<file path="src/rtl/calc_pkg.sv">
// Shared types and key codes for the calculator keypad controller.
package calc_pkg;

  typedef enum logic [1:0] {
    S_OPA    = 2'd0,
    S_OPB    = 2'd1,
    S_RESULT = 2'd2
  } state_e;

  typedef enum logic [2:0] {
    ALU_ADD = 3'd0,
    ALU_SUB = 3'd1,
    ALU_MUL = 3'd2,
    ALU_AND = 3'd3,
    ALU_OR  = 3'd4
  } alu_op_e;

  localparam logic [4:0] KEY_ADD  = 5'h10;
  localparam logic [4:0] KEY_MUL  = 5'h11;
  localparam logic [4:0] KEY_AND  = 5'h12;
  localparam logic [4:0] KEY_EXE  = 5'h13;
  localparam logic [4:0] KEY_SUB  = 5'h14;
  localparam logic [4:0] KEY_OR   = 5'h15;
  localparam logic [4:0] KEY_CE   = 5'h16;
  localparam logic [4:0] KEY_CLR  = 5'h17;
  localparam logic [4:0] KEY_NONE = 5'h1F;

  localparam logic [2:0] MAX_DIGITS = 3'd4;

  function automatic logic is_operator(input logic [4:0] key);
    return (key == KEY_ADD) || (key == KEY_MUL) || (key == KEY_AND) ||
           (key == KEY_SUB) || (key == KEY_OR);
  endfunction

  function automatic alu_op_e key_to_op(input logic [4:0] key);
    alu_op_e op;
    case (key)
      KEY_SUB: op = ALU_SUB;
      KEY_MUL: op = ALU_MUL;
      KEY_AND: op = ALU_AND;
      KEY_OR:  op = ALU_OR;
      default: op = ALU_ADD;
    endcase
    return op;
  endfunction

endpackage

</file>
<file path="src/rtl/edge_detect.sv">
// One-cycle pulse on a rising edge of a level input.
module edge_detect (
  input  logic clk,
  input  logic rst,
  input  logic sig_i,
  output logic rise_o
);

  logic sig_q;

  always_ff @(posedge clk) begin
    if (rst) sig_q <= 1'b0;
    else     sig_q <= sig_i;
  end

  assign rise_o = sig_i & ~sig_q;

endmodule

</file>
<file path="src/rtl/calc_controller.sv">
// Keypad-driven operand entry and sequencing for a 16-bit calculator with an external ALU.
module calc_controller
  import calc_pkg::*;
(
  input  logic        clk,
  input  logic        rst,
  input  logic        select,
  input  logic [4:0]  val,
  input  logic        hex_mode,
  input  logic [15:0] alu_result,
  output logic [15:0] op_a,
  output logic [15:0] op_b,
  output logic [2:0]  alu_op,
  output logic [15:0] display_value,
  output logic [1:0]  state_led,
  output logic        restriction
);

  logic        accept;
  state_e      state_q, state_d;
  logic [15:0] op_a_q, op_a_d, op_b_q, op_b_d, result_q, result_d;
  alu_op_e     alu_op_q, alu_op_d;
  logic [2:0]  cnt_q, cnt_d;
  logic        mode_q, mode_d;
  logic        is_digit, digit_ok, room;

  edge_detect u_edge_detect (
    .clk    (clk),
    .rst    (rst),
    .sig_i  (select),
    .rise_o (accept)
  );

  assign is_digit = ~val[4];
  assign digit_ok = mode_q | (val[3:0] <= 4'd9);
  assign room     = cnt_q < MAX_DIGITS;

  always_ff @(posedge clk) begin
    if (rst) begin
      state_q  <= S_OPA;
      op_a_q   <= '0;
      op_b_q   <= '0;
      result_q <= '0;
      alu_op_q <= ALU_ADD;
      cnt_q    <= '0;
      mode_q   <= hex_mode;
    end else begin
      state_q  <= state_d;
      op_a_q   <= op_a_d;
      op_b_q   <= op_b_d;
      result_q <= result_d;
      alu_op_q <= alu_op_d;
      cnt_q    <= cnt_d;
      mode_q   <= mode_d;
    end
  end

  always_comb begin
    state_d  = state_q;
    op_a_d   = op_a_q;
    op_b_d   = op_b_q;
    result_d = result_q;
    alu_op_d = alu_op_q;
    cnt_d    = cnt_q;
    mode_d   = mode_q;
    // Entry radix may only change before the first digit of op_a.
    if (state_q == S_OPA && cnt_q == '0) mode_d = hex_mode;

    if (accept) begin
      if (is_digit) begin
        if (digit_ok) begin
          case (state_q)
            S_OPA: if (room) begin
              op_a_d = {op_a_q[11:0], val[3:0]};
              cnt_d  = cnt_q + 3'd1;
            end
            S_OPB: if (room) begin
              op_b_d = {op_b_q[11:0], val[3:0]};
              cnt_d  = cnt_q + 3'd1;
            end
            default: begin
              op_a_d  = {12'h000, val[3:0]};
              cnt_d   = 3'd1;
              state_d = S_OPA;
            end
          endcase
        end
      end else if (is_operator(val)) begin
        case (state_q)
          S_OPA: begin
            alu_op_d = key_to_op(val);
            op_b_d   = '0;
            cnt_d    = '0;
            state_d  = S_OPB;
          end
          S_OPB: if (cnt_q == '0) alu_op_d = key_to_op(val);
          default: begin
            op_a_d   = result_q;
            alu_op_d = key_to_op(val);
            op_b_d   = '0;
            cnt_d    = '0;
            state_d  = S_OPB;
          end
        endcase
      end else if (val == KEY_EXE) begin
        if (state_q == S_OPB) begin
          result_d = alu_result;
          state_d  = S_RESULT;
        end
      end else if (val == KEY_CE && state_q == S_OPA) begin
        op_a_d = '0;
        cnt_d  = '0;
      end else if (val == KEY_CE && state_q == S_OPB) begin
        op_b_d = '0;
        cnt_d  = '0;
      end else if (val == KEY_CE || val == KEY_CLR) begin
        state_d  = S_OPA;
        op_a_d   = '0;
        op_b_d   = '0;
        result_d = '0;
        alu_op_d = ALU_ADD;
        cnt_d    = '0;
        mode_d   = hex_mode;
      end
    end
  end

  always_comb begin
    case (state_q)
      S_OPB:    display_value = op_b_q;
      S_RESULT: display_value = result_q;
      default:  display_value = op_a_q;
    endcase
    state_led   = state_q;
    restriction = ~mode_q;
  end

  assign op_a   = op_a_q;
  assign op_b   = op_b_q;
  assign alu_op = alu_op_q;

endmodule

</file>
<file path="config.mk">
export PLATFORM = sky130hd
export DESIGN_NAME = calc_controller
export DESIGN_NICKNAME = d
export VERILOG_FILES = /design/src/rtl/calc_pkg.sv /design/src/rtl/edge_detect.sv /design/src/rtl/calc_controller.sv
export SDC_FILE = /design/constraint.sdc
export NUM_CORES = 1
export LEC_CHECK = 0
export CAP_MARGIN = 25
export CORE_MARGIN = 3
export CORE_UTILIZATION = 46
export DETAILED_ROUTE_END_ITERATION = 6
export DONT_BUFFER_PORTS = 1
export GPL_TIMING_DRIVEN = 0
export PLACE_DENSITY_LB_ADDON = 0.2
export SLEW_MARGIN = 20
export SYNTH_ARGS = -nofsm -noshare
export SYNTH_HDL_FRONTEND = slang
export SYNTH_SLANG_ARGS = --single-unit
</file>
<file path="constraint.sdc">
create_clock -name clk -period 3.1 [get_ports clk]
set_clock_uncertainty 0.05 [all_clocks]
set_input_delay 0.31 -clock clk [delete_from_list [all_inputs] [get_ports clk]]
set_output_delay 0.31 -clock clk [all_outputs]
set_load 0.01 [all_outputs]
</file>
---- After elaboration in Yosys (flattened, before gate mapping) ----
Index checks and enable logic that the tools add are counted.
storage, ports and cells
  input port bits ......................... 25
  logic and storage cells ................. 130
  register bits after elaboration ......... 58
  output and inout port bits .............. 54
cells by class
  bitwise gates (word level) .............. 5
  magnitude comparators ................... 2
  muxes and demuxes ....................... 59
  reduce and logical (&&, ||, !) cells .... 22
  add/sub/neg operators ................... 1
  equality and inequality tests ........... 33
operators by type and width
  kind                                                                      count
  16-bit 2-to-1 mux                                                         21
  16-bit case mux with 2 select lines                                       2
  3-bit 2-to-1 mux                                                          16
  5-bit == test (second input constant)                                     8
  8-bit AND reduction                                                       3
  2-bit 2-to-1 mux                                                          10
  3-bit inequality test (second input constant)                             6
  7-bit AND reduction                                                       2
  2-bit inequality test (second input constant)                             6
  4-bit by 1-bit inequality test with 1-bit output (second input constant)  3
  4-bit inequality test (second input constant)                             3
  3-bit case mux with 4 select lines                                        1
  2-bit nonzero test                                                        5
  1-bit 2-to-1 mux                                                          9
  6-bit AND reduction                                                       1
  1-bit logical OR                                                          5
  5-bit by 1-bit inequality test with 1-bit output (second input constant)  1
  4-bit <= comparator (second input constant)                               1
  2-bit by 1-bit inequality test with 1-bit output (second input constant)  2
  4-bit by 3-bit inequality test with 1-bit output (second input constant)  1
  3-bit by 1-bit adder with 3-bit output (second input constant)            1
  1-bit logical AND                                                         3
  3-bit zero test                                                           1
  3-bit < comparator (second input constant)                                1
  other kinds (8)                                                           10

---- Longest topological paths before layout ----
  word-level depth ........................ 11
  depth in mapped cells ................... 9

---- Cells and area by module ----
From an unflattened synthesis, not the netlist that was laid out.
unflattened totals
  cells, all modules ...................... 334
  area, all modules ....................... 2959.1 um^2
modules (own cells, without submodules)
  module           times used  seq. area each (um^2)  cells each  area an instance (um^2)
  calc_controller  1           1141.1                 331         2911.5
  edge_detect      1           20.0                   3           47.5

---- Least setup slack after synthesis ----
OpenSTA, ideal clock, no wires.
  kind .................................... flip-flop to flip-flop
  from .................................... register state_q[1] (netlist: state_led[1])
  to ...................................... register state_q[1] (netlist: state_led[1])
  path buffers ............................ 1
  stages on the path, launching flop included .. 8
  arrival time ............................ 2.112 ns
  data required time ...................... 2.929 ns
  path slack .............................. 0.817 ns
  path through ............................ dfxtp_1 > inv_1 > ha_1 > clkbuf_1 > o21ba_2 > o22a_2 > a2111oi_2 > mux2_2
on the way
  cells in the longest elaborated chain, start to end .. 4
  elaborated cells on any way between the ends .. 11
  those cells by class .................... eq/ne: 6; reduce/logical: 5
RTL lines
  what                                                                                                 line                    RTL
  start, declared                                                                                      calc_controller.sv:20   state_e state_q, state_d;
  start signal, assigned                                                                               calc_controller.sv:48   state_q <= state_d;
  2-bit by 1-bit == test with 1-bit output or 2-bit zero test (tied branches)                          --
  1-bit logical AND, or another cell as far along                                                      calc_controller.sv:113  end else if (val == KEY_CE && state_q == S_OPB) begin
  4-bit inequality test (no line) or 2-bit by 1-bit inequality test with 1-bit output (tied branches)  --
  8-bit AND reduction (no line) (*)                                                                    --
Every way passes the cells marked *; elsewhere a longest branch is shown, timed or not.
A chain may end at the register's enable or synchronous reset.

---- Final worst setup path ----
  from .................................... register state_q[1] (netlist: state_led[1])
  to ...................................... output port display_value[7]
on the way
  cells in the longest elaborated chain, start to end .. 2
  elaborated cells on any way between the ends .. 3
  those cells by class .................... eq/ne: 2; mux: 1
RTL lines
  what                                                                       line                    RTL
  2-bit == test or 2-bit by 1-bit == test with 1-bit output (tied branches)  calc_controller.sv:129  case (state_q)
  16-bit case mux with 2 select lines (*)                                    calc_controller.sv:129
  end, declared                                                              calc_controller.sv:14   output logic [15:0] display_value,
Marked as above.

==> results.sh <==
export IMPL_status="finished, final reports clean"
export IMPL_ctsHoldBuffers=0
export IMPL_via_per_inst=6.28
export IMPL_layout_commonest_cell="dfxtp_1"
export IMPL_drt_total_wl_um=10400
export IMPL_critPathLaunchType="flop"
export IMPL_synth_edf_count=0
export IMPL_insertion_delay_ns=0.35
export IMPL_synth_warnings=0
export IMPL_die_h_um=91.7
export IMPL_powerDensity_nw_per_um2=504
export IMPL_critPathMaxFanout=10
export IMPL_async_flop_share=0
export IMPL_drt_initial_drc_count=337
export IMPL_syn_avg_cell_area_um2=8.48
export IMPL_whs_endpoint="mode_q"
export IMPL_rrSetupSlack_ns=0.44
export IMPL_diodes=0
export IMPL_min_from="hex_mode"
export IMPL_initial_core_util=0.487
export IMPL_htreeDepth=3
export IMPL_dpl_instance_area_um2=3500
export IMPL_area_growth_pct=10.3
export IMPL_netlist_instances=399
export IMPL_rsz0062_at_grt="false"
export IMPL_drt_antenna_violating_nets=0
export IMPL_rows=30
export IMPL_ys_seq_area_frac=0.343
export IMPL_ioPinCount=79
export IMPL_drive_gt1_frac=0.133
export IMPL_cts_root_buf="clkbuf_8"
export IMPL_antenna_found_initial=0
export IMPL_coreArea_um2=6940
export IMPL_synth_nets=429
export IMPL_fin_crit_sh=0.953
export IMPL_dieArea_um2=8420
export IMPL_fin_ws_ns=0.146
export IMPL_worstReg2RegStart="state_led[1]"
export IMPL_wl_met1_um=4550
export IMPL_cts_tree="done"
export IMPL_final_cells=511
export IMPL_clkSinkCount=58
export IMPL_cts_buffers=9
export IMPL_cts_setup_buffers=0
export IMPL_wl_met2_um=4480
export IMPL_p_leak_nw=1.20
export IMPL_syn_cell_area_um2=3380
export IMPL_holdPathStages=1
export IMPL_place_gp_congestion=0.890
export IMPL_fin_nets=440
export IMPL_worstMarginPinSlew_ns=0.865
export IMPL_dpl_hpwl_um=7750
export IMPL_synth_main_ff_cell="dfxtp_1"
export IMPL_final_hold_viol_count=0
export IMPL_routed_top_layer="met4"
export IMPL_crit_arrival_ns=2.59
export IMPL_num_vias=3209
export IMPL_synth_ff_latch_count=58
export IMPL_required_ns=2.74
export IMPL_yosysUniqueCellTypes=61
export IMPL_slew_headroom=0.417
export IMPL_grt_overflow_total=0
export IMPL_setup_viol=0
export IMPL_crit_path_end_kind="output pin"
export IMPL_rr_worst_depth=7
export IMPL_most_common_layout_cells="58 x dfxtp_1, 34 x a21oi_1, 31 x a22oi_1, 26 x clkbuf_1, 24 x nor2_1"
export IMPL_drc=0
export IMPL_clkTransAtPathRegs_ns=0.07
export IMPL_maxCapViolations=0
export IMPL_hold_path_class="in -> reg"
export IMPL_ctsLongestPathBuffers=2
export IMPL_wl_met3_um=1130
export IMPL_final_cell_area_um2=3730
export IMPL_grt_pass1_vias=3091
export IMPL_grt_max_degree=13
export IMPL_grt_pass1_wl_um=16400
export IMPL_pre_cts_ws_ns=0.492
export IMPL_first_pass_iters=5
export IMPL_fmax_mhz=338
export IMPL_worst_setup_path_type="reg -> out"
export IMPL_portBuffers=0
export IMPL_tns_ns=0
export IMPL_dp_cells=495
export IMPL_peakVddDrop_v=0.000200
export IMPL_finalMaxSlewViolations=0
export IMPL_grt_usage=0.248
export IMPL_layout_min_cycle_time_ns=2.95
export IMPL_reg2reg_to="state_led[1]"
export IMPL_routedWlPerCell_um=20.4
export IMPL_die_x_um=91.7
[how the worst max path moves through the flow]
| stage | startpoint | cells past startpoint | endpoint | slack (ns) |
|---|---|---|---|---|
| final | state_led[1] | 7 | display_value[7] | 0.15 |
| after global routing | state_led[1] | 7 | display_value[5] | 0.03 |
| after detailed placement | state_led[1] | 7 | state_led[1] | 0.49 |
| after floorplan | state_led[1] | 7 | state_led[1] | 0.82 |
| after global placement | state_led[1] | 7 | display_value[5] | 0.52 |
| after CTS | state_led[1] | 7 | display_value[7] | 0.11 |
[power by group]
| group | total, W | leakage (nW) | internal [W] | switching [W] |
|---|---|---|---|---|
| registers | 0.000806 | 0.471 | 0.000768 | 0.0000376 |
| logic | 0.000273 | 0.624 | 0.0000955 | 0.000177 |
| clock network | 0.000803 | 0.110 | 0.000459 | 0.000344 |
| total | 0.00188 | 1.20 | 0.00132 | 0.000559 |
[cell usage after synthesis, types with 3 or more instances]
cell | instances | share of area
o21ai_0 | 19 | 0.028
mux2i_1 | 18 | 0.053
clkbuf_1 | 27 | 0.030
inv_1 | 23 | 0.026
a221oi_1 | 7 | 0.018
or3_1 | 15 | 0.028
dfxtp_1 | 58 | 0.34
a221oi_2 | 10 | 0.044
ha_1 | 5 | 0.018
nand3b_1 | 3 | 0.0067
buf_2 | 4 | 0.0059
a22oi_1 | 31 | 0.069
buf_4 | 3 | 0.0067
a21oi_1 | 34 | 0.050
nand3_1 | 16 | 0.024
nor3_1 | 6 | 0.0089
nor2b_1 | 3 | 0.0055
nand4_1 | 17 | 0.031
nor2_1 | 24 | 0.027
or4_1 | 3 | 0.0067
nand2_1 | 21 | 0.023
buf_6 | 3 | 0.010
[worst max-delay path, stage by stage, from the launching register on]
cell and delay (ns):
dfxtp_1 0.36, inv_1 0.12, ha_1 0.25, clkbuf_1 0.38
clkbuf_2 0.30, clkbuf_1 0.35, a22oi_1 0.17, a21oi_1 0.31
[area by class of cell]
class | count | area [um^2]
inverters | 25 | 93.8
clock buffers | 9 | 124
plain buffers | 39 | 203
well taps | 96 | 120
clock inverters | 7 | 103
fillers | 676 | 3210
multi-input cells | 277 | 1930
flip-flops and latches | 58 | 1160
[flip-flops by register name, summed over array words and instances (netlist names)]
signal	count
alu_op	3
result_q	16
mode_q	1
state_led	2
op_a	16
cnt_q	3
u_edge_detect.sig_q	1
op_b	16
[layer usage]
| layer | global-route usage | vias to the layer above |
|---|---|---|
| li1 | - | 1514 |
| met3 | 0.0820 | 23 |
| met5 | 0 | - |
| met1 | 0.337 | 1516 |
| met2 | 0.360 | 156 |
| met4 | 0.106 | 0 |
[kinds of logic after synthesis]
family                   after synthesis  share of synthesized area
multiplexers                          20                     0.0599
buffers and inverters                 64                     0.0873
adder cells (fa/ha/maj)                5                     0.0185
AND/OR/NAND/NOR                      125                      0.208
XOR/XNOR                               2                    0.00518
flip-flops                            58                      0.343
AO/OA/AOI/OAI                        125                      0.278
[per-stage QoR]
stage	hold slack, ns	util	power (W)
after floorplan	0.388	-	0.00103
after global placement	0.397	0.504	0.00109
after detailed placement	0.394	0.504	0.00109
after CTS	0.0472	0.537	0.00189
after global routing	0.0550	0.537	0.00195
final	0.0554	0.537	0.00188
[timing repair]
action,in CTS,in global routing
endpoints found under the hold margin,0,0
endpoints found under the setup margin,0,10
gates resized for setup,0,2
Power figures use the tool's default switching activity.
